### src/rtl/fir_output_decimator.sv
// ----------------------------------------------------------------------------
// fir_output_decimator
//
// Post-processing stage for the symmetric broadcast FIR. It discards the
// pipeline-fill samples and decimates by DECIM. Each kept sample is rounded
// (half-up) and shifted right by SHIFT, then saturated to 16-bit signed. The
// results are buffered in a small FIFO toward a valid/ready consumer. The
// filter is free-running, so a stalled consumer can only cause drops, and
// each drop is flagged by `overflow`.
//
// Parameters:
//   FILTER_SIZE - filter tap count; warm-up is FILTER_SIZE+1 enabled cycles
//   DECIM       - decimation factor (>=1)
//   SHIFT       - arithmetic right shift before saturation (0..8)
//   FIFO_DEPTH  - output FIFO entries (power of two, >=2)
//
// Ports:
//   clk        - clock, rising edge
//   reset      - synchronous, active-high
//   en         - filter enable, qualifies data_in
//   data_in    - 24-bit signed FIR accumulator output
//   out_data   - 16-bit signed FIFO head (0 while empty)
//   out_valid  - FIFO not empty
//   out_ready  - consumer pops the head when out_valid is also high
//   fifo_level - FIFO occupancy
//   overflow   - sticky, a kept sample was dropped on a full FIFO
//   sat_flag   - sticky, a kept sample saturated
// ----------------------------------------------------------------------------
module fir_output_decimator #(
    parameter  int FILTER_SIZE = 172,
    parameter  int DECIM       = 2,
    parameter  int SHIFT       = 4,
    parameter  int FIFO_DEPTH  = 8,
    localparam int LVL_W       = $clog2(FIFO_DEPTH + 1)
) (
    input  logic             clk,
    input  logic             reset,
    input  logic             en,
    input  logic [23:0]      data_in,
    output logic [15:0]      out_data,
    output logic             out_valid,
    input  logic             out_ready,
    output logic [LVL_W-1:0] fifo_level,
    output logic             overflow,
    output logic             sat_flag
);

    localparam int WARMUP = FILTER_SIZE + 1;
    localparam int WU_W   = $clog2(WARMUP + 1);
    localparam int PH_W   = (DECIM > 1) ? $clog2(DECIM) : 1;
    localparam int PTR_W  = $clog2(FIFO_DEPTH);
    // Half of one output LSB, or zero when no shift is applied.
    localparam logic signed [24:0] RND = 25'((1 << SHIFT) >> 1);

    // Warm-up and decimation state
    logic [WU_W-1:0]   warm_q, warm_d;
    logic [PH_W-1:0]   ph_q, ph_d;
    logic              warmed, keep;

    // Round / saturate stage
    logic signed [24:0] data_sx, sum, t;
    logic               sat_hi, sat_lo;
    logic [15:0]        rounded;
    logic               stage_valid_q, stage_valid_d;
    logic [15:0]        stage_data_q, stage_data_d;
    logic               sat_q, sat_d;

    // FIFO
    logic [15:0]       mem [FIFO_DEPTH];
    logic [PTR_W-1:0]  wr_ptr_q, wr_ptr_d;
    logic [PTR_W-1:0]  rd_ptr_q, rd_ptr_d;
    logic [LVL_W-1:0]  level_q, level_d;
    logic              ovf_q, ovf_d;
    logic              full, pop, push, drop;

    // NOTE: every signal written in an always_comb gets a default first, so
    // no path through the block can leave it unassigned and infer a latch.
    always_comb begin
        warm_d = warm_q;
        ph_d   = ph_q;

        warmed = (warm_q == WU_W'(WARMUP));
        keep   = en && warmed && (ph_q == '0);

        if (en && !warmed) begin
            warm_d = warm_q + 1'b1;
        end
        // The phase only runs once warm-up is over. Phase 0 is the kept
        // slot, so the first post-warm-up sample is always kept.
        if (en && warmed) begin
            ph_d = (ph_q == PH_W'(DECIM - 1)) ? '0 : ph_q + 1'b1;
        end
    end

    always_comb begin
        data_sx = {data_in[23], data_in};
        sum     = data_sx + RND;
        t       = sum >>> SHIFT;
        sat_hi  = (t > 25'sd32767);
        sat_lo  = (t < -25'sd32768);
        rounded = t[15:0];
        if (sat_hi) begin
            rounded = 16'h7FFF;
        end else if (sat_lo) begin
            rounded = 16'h8000;
        end

        stage_valid_d = keep;
        stage_data_d  = keep ? rounded : stage_data_q;
        sat_d         = sat_q | (keep & (sat_hi | sat_lo));
    end

    always_comb begin
        full = (level_q == LVL_W'(FIFO_DEPTH));
        pop  = (level_q != '0) && out_ready;
        // On a full FIFO a write is accepted only if the same edge pops.
        // The write then lands in the slot that the pop frees.
        push = stage_valid_q && (!full || pop);
        drop = stage_valid_q && full && !pop;

        wr_ptr_d = push ? wr_ptr_q + 1'b1 : wr_ptr_q;
        rd_ptr_d = pop  ? rd_ptr_q + 1'b1 : rd_ptr_q;

        level_d = level_q;
        case ({push, pop})
            2'b10:   level_d = level_q + 1'b1;
            2'b01:   level_d = level_q - 1'b1;
            default: level_d = level_q;
        endcase

        ovf_d = ovf_q | drop;
    end

    // NOTE: sequential state uses non-blocking assignments so that every
    // register samples the pre-edge values, whatever the statement order.
    always_ff @(posedge clk) begin
        if (reset) begin
            warm_q        <= '0;
            ph_q          <= '0;
            stage_valid_q <= 1'b0;
            stage_data_q  <= '0;
            sat_q         <= 1'b0;
            wr_ptr_q      <= '0;
            rd_ptr_q      <= '0;
            level_q       <= '0;
            ovf_q         <= 1'b0;
        end else begin
            warm_q        <= warm_d;
            ph_q          <= ph_d;
            stage_valid_q <= stage_valid_d;
            stage_data_q  <= stage_data_d;
            sat_q         <= sat_d;
            wr_ptr_q      <= wr_ptr_d;
            rd_ptr_q      <= rd_ptr_d;
            level_q       <= level_d;
            ovf_q         <= ovf_d;
        end
    end

    // NOTE: the storage array has no reset. Only slots below the level are
    // ever observed, and the output is masked while the FIFO is empty.
    always_ff @(posedge clk) begin
        if (push) begin
            mem[wr_ptr_q] <= stage_data_q;
        end
    end

    // All outputs come from registers only. out_ready has no combinational
    // path to them.
    assign out_valid  = (level_q != '0);
    assign out_data   = out_valid ? mem[rd_ptr_q] : 16'h0000;
    assign fifo_level = level_q;
    assign overflow   = ovf_q;
    assign sat_flag   = sat_q;

endmodule

### config.mk
export PLATFORM = sky130hd
export DESIGN_NAME = fir_output_decimator
export DESIGN_NICKNAME = d
export VERILOG_FILES = /design/src/rtl/fir_output_decimator.sv
export SDC_FILE = /design/constraint.sdc
export NUM_CORES = 1
export LEC_CHECK = 0
export ABC_AREA = 1
export CORE_MARGIN = 1.5
export CORE_UTILIZATION = 40
export DETAILED_ROUTE_END_ITERATION = 10
export GPL_TIMING_DRIVEN = 0
export SETUP_SLACK_MARGIN = 0.5
export SYNTH_ARGS = -nofsm -noshare
export SYNTH_HDL_FRONTEND = slang
export SYNTH_SLANG_ARGS = --single-unit
### constraint.sdc
create_clock -name clk -period 2.6 [get_ports clk]
set_clock_uncertainty 0.1 [all_clocks]
set_input_delay 0.26 -clock clk [delete_from_list [all_inputs] [get_ports clk]]
set_output_delay 0.26 -clock clk [all_outputs]
set_load 0.03 [all_outputs]
==> results.txt <==
status = finished clean
Max Fclk = 429 MHz
wirelength, routed = 18,400 um
nature of the critical path endpoint = output pin
Critical Path RT = 2.24 ns
crit share post-route = 89.6%
overflow left after global routing = 0
met1 wire length = 7430 um
vias in the first global route = 5,409
CP Max Fanout = 10
library cells used by synthesis = 32
metal2 WL = 9850 um
Rows = 49
final core occ = 53.8%
die height = 138 um
pre-CTS WS = -0.540 ns
r2r setup slk = 0.29 ns
RD Place Congestion = 0.819
setup slack after layout = 0.271 ns
global-route wire length before repair = 28,300 um
top-count cell post-synth = nor2_1
final hold viol count = 0
starting density of the core = 40.8%
CP max stage cell = dfxtp_2
Worst-Margin Slew = 0.612 ns
Die Area = 19,100 sq um
DR WL met3 = 937 um
latest clock arrival within the worst-skew pair = 0.43 ns
Ys Warns = 0
nets@finish = 848
die width = 138 um
initial antenna violation count = 0
Top FF cell, synth = edfxtp_1
highest metal used = met4
antenna viol nets, final = 0
Post-synth top cells = nor2_1 (145), edfxtp_1 (128), o21ai_0 (110)
syn_nets = 747
Worst EP arrival = 1.97 ns
clk slew on worst S/H paths = 0.06 ns
total I/O pin count = 51
TritonCTS clock tree = done
worst hold path class = input pin to flop
Max rail drop VDD = 0.513 mV
Synth Instances = 710
post-synthesis cell area = 7300 sq um
share of layout cells above drive strength 1 = 25.0%
Clock Root Buffer = clkbuf_16
buffers added on ports = 47
Total Neg Setup Slack = 0 ns
Iteration-0 DRC Markers = 322
crit-path max cell delay = 0.37 ns
Most common cell on crit path = nor2_1
WHS = 0.149 ns
vias per cell = 5.09
top-area cell type share of the netlist area = 52.6%
Yosys reg bits = 169
EDFF count, synth = 128
hold_buf cts = 0
max_cap viols = 0
CTS buffer count = 17
Max Transition Viols Final = 0
PD cells = 884 nW/um^2
dpl hpwl = 12,000 um
Area contributors post-synth = edfxtp_1 (53%), dfxtp_1 (11%), o21ai_0 (7.5%)
total track usage = 19.2%
n_diodes = 0
P_leak = 3.63 nW
post-synthesis sequential area ratio = 63.9%
Async SR Flop Fraction = 0%
routed length per placed instance = 17.5 um
Sink Count = 169
Setup Crit Path Kind = flop to output pin
RSZ-0062 raised after global routing = true
fin cells = 1,053
layout filler cell count = 1,553
post-route minimum period = 2.33 ns
CP cell instances = clkbuf_16, clkbuf_8, nor2_1, nor2_1, o21ai_0, a31oi_1, buf_4
cell total after placement = 988
H-tree depth = 4
relative slew slack = 59.2%
average size of a mapped cell = 10.3 sq um
First-pass DRT Iterations = 4
startpoint types = flop
Core Area = 17,900 sq um
CTS max path bufs = 2
biggest area consumer among synthesized cells = edfxtp_1
DRC = 0
# setup viols final = 0
largest net degree at the start of global routing = 17
Syn-to-layout area delta = 31.9%
Vias = 5,365
-- cells in the final DEF (no fill, tap or decap), types with 6 or more instances in the layout --
cell type,Yosys,layout
nor2_2,1,10
o21ai_2,0,10
clkbuf_4,0,7
buf_6,2,13
xnor2_1,7,7
o21ai_0,110,75
clkdlybuf4s50_1,0,18
o21ai_1,1,26
clkbuf_16,0,25
clkbuf_2,0,7
dfxtp_1,41,35
buf_4,0,23
nor2_1,145,125
inv_2,2,6
a31oi_1,16,6
a21oi_1,26,24
a31oi_2,0,10
inv_1,46,40
nand2_1,78,72
xor2_1,8,8
nand3_1,11,10
nand2_2,8,12
edfxtp_1,128,128
a21oi_2,10,12
buf_12,0,8
dlymetal6s2s_1,0,12
nor2_4,3,14
o22ai_1,16,14
-- routing by layer --
metal	GRT usage [%]	up-vias
met4	6.37	0
li1	-	2669
met1	22.5	2562
met3	3.64	10
met2	35.4	124
met5	0	-
-- layout make-up --
type	instances	area [sq um]	share of cell area, %
clock inverter	15	124	1.29
multi-input combinational	464	2650	27.5
sequential	169	4680	48.6
buffer	29	322	3.34
timing repair inverter	1	16.3	0.169
timing repair buffer	80	921	9.56
tap	229	287	2.97
clock buffer	17	425	4.42
inverter	49	204	2.12
-- state kept, by name, indices dropped and copies added, names as in the netlist, named ones only --
name	cells
fifo_level	4
mem	128
overflow	1
ph_q	1
rd_ptr_q	3
sat_flag	1
stage_data_q	16
stage_valid_q	1
warm_q	8
wr_ptr_q	3
-- per-stage QoR --
| step | power (mW) | instance area (sq um) |
|---|---|---|
| detailed placement | 5.40 | 8190 |
| global route | 8.89 | 9630 |
| finish | 8.52 | 9630 |
| CTS | 8.43 | 9400 |
| global placement | 5.35 | 8160 |
| floorplan | 4.52 | 7400 |
-- worst max-delay path: cells and delay by family, from the launching register on --
family                 cells  cell delay (ns)
buffers and inverters      3             0.62
AO/OA/AOI/OAI              2             0.39
AND/OR/NAND/NOR            2             0.15
flip-flops                 1             0.37
-- cells by family (layout without fill, tap and decap cells) --
kind of cell | Yosys count | after routing | share of synthesized area [%]
buf+inv | 78 | 191 | 4.22
simple gates | 257 | 258 | 14.6
fa+ha+maj | 9 | 9 | 1.65
xor+xnor | 15 | 15 | 1.80
compound gates | 182 | 182 | 13.9
flops | 169 | 169 | 63.9
-- power breakdown --
| group | total (mW) | internal [mW] | switching [mW] | leakage [nW] |
|---|---|---|---|---|
| Combinational | 3.19 | 1.33 | 1.86 | 1.73 |
| Clock | 2.34 | 1.31 | 1.03 | 0.263 |
| Sequential | 2.98 | 2.92 | 0.0583 | 1.64 |
-- repair_timing --
action | CTS | global route
endpoints found under the setup margin | 159 | 165
resized for setup | 235 | 64
cloned | 5 | 2
pin swaps | 35 | 25
buffers inserted | 20 | 6
-- worst paths after layout --
kind | from | endpoint | cells past startpoint
worst min register to register | sat_flag$_SDFF_PP0_ | sat_flag$_SDFF_PP0_ | 2
worst max register to register | fifo_level[1]$_SDFFE_PP0P_ | fifo_level[3]$_SDFFE_PP0P_ | 15
worst min-delay path | data_in[13] | stage_data_q[9]$_SDFFE_PP0P_ | 4
worst max-delay path | flop | out_data[15] | 7
(Power assumes the default switching activity.)
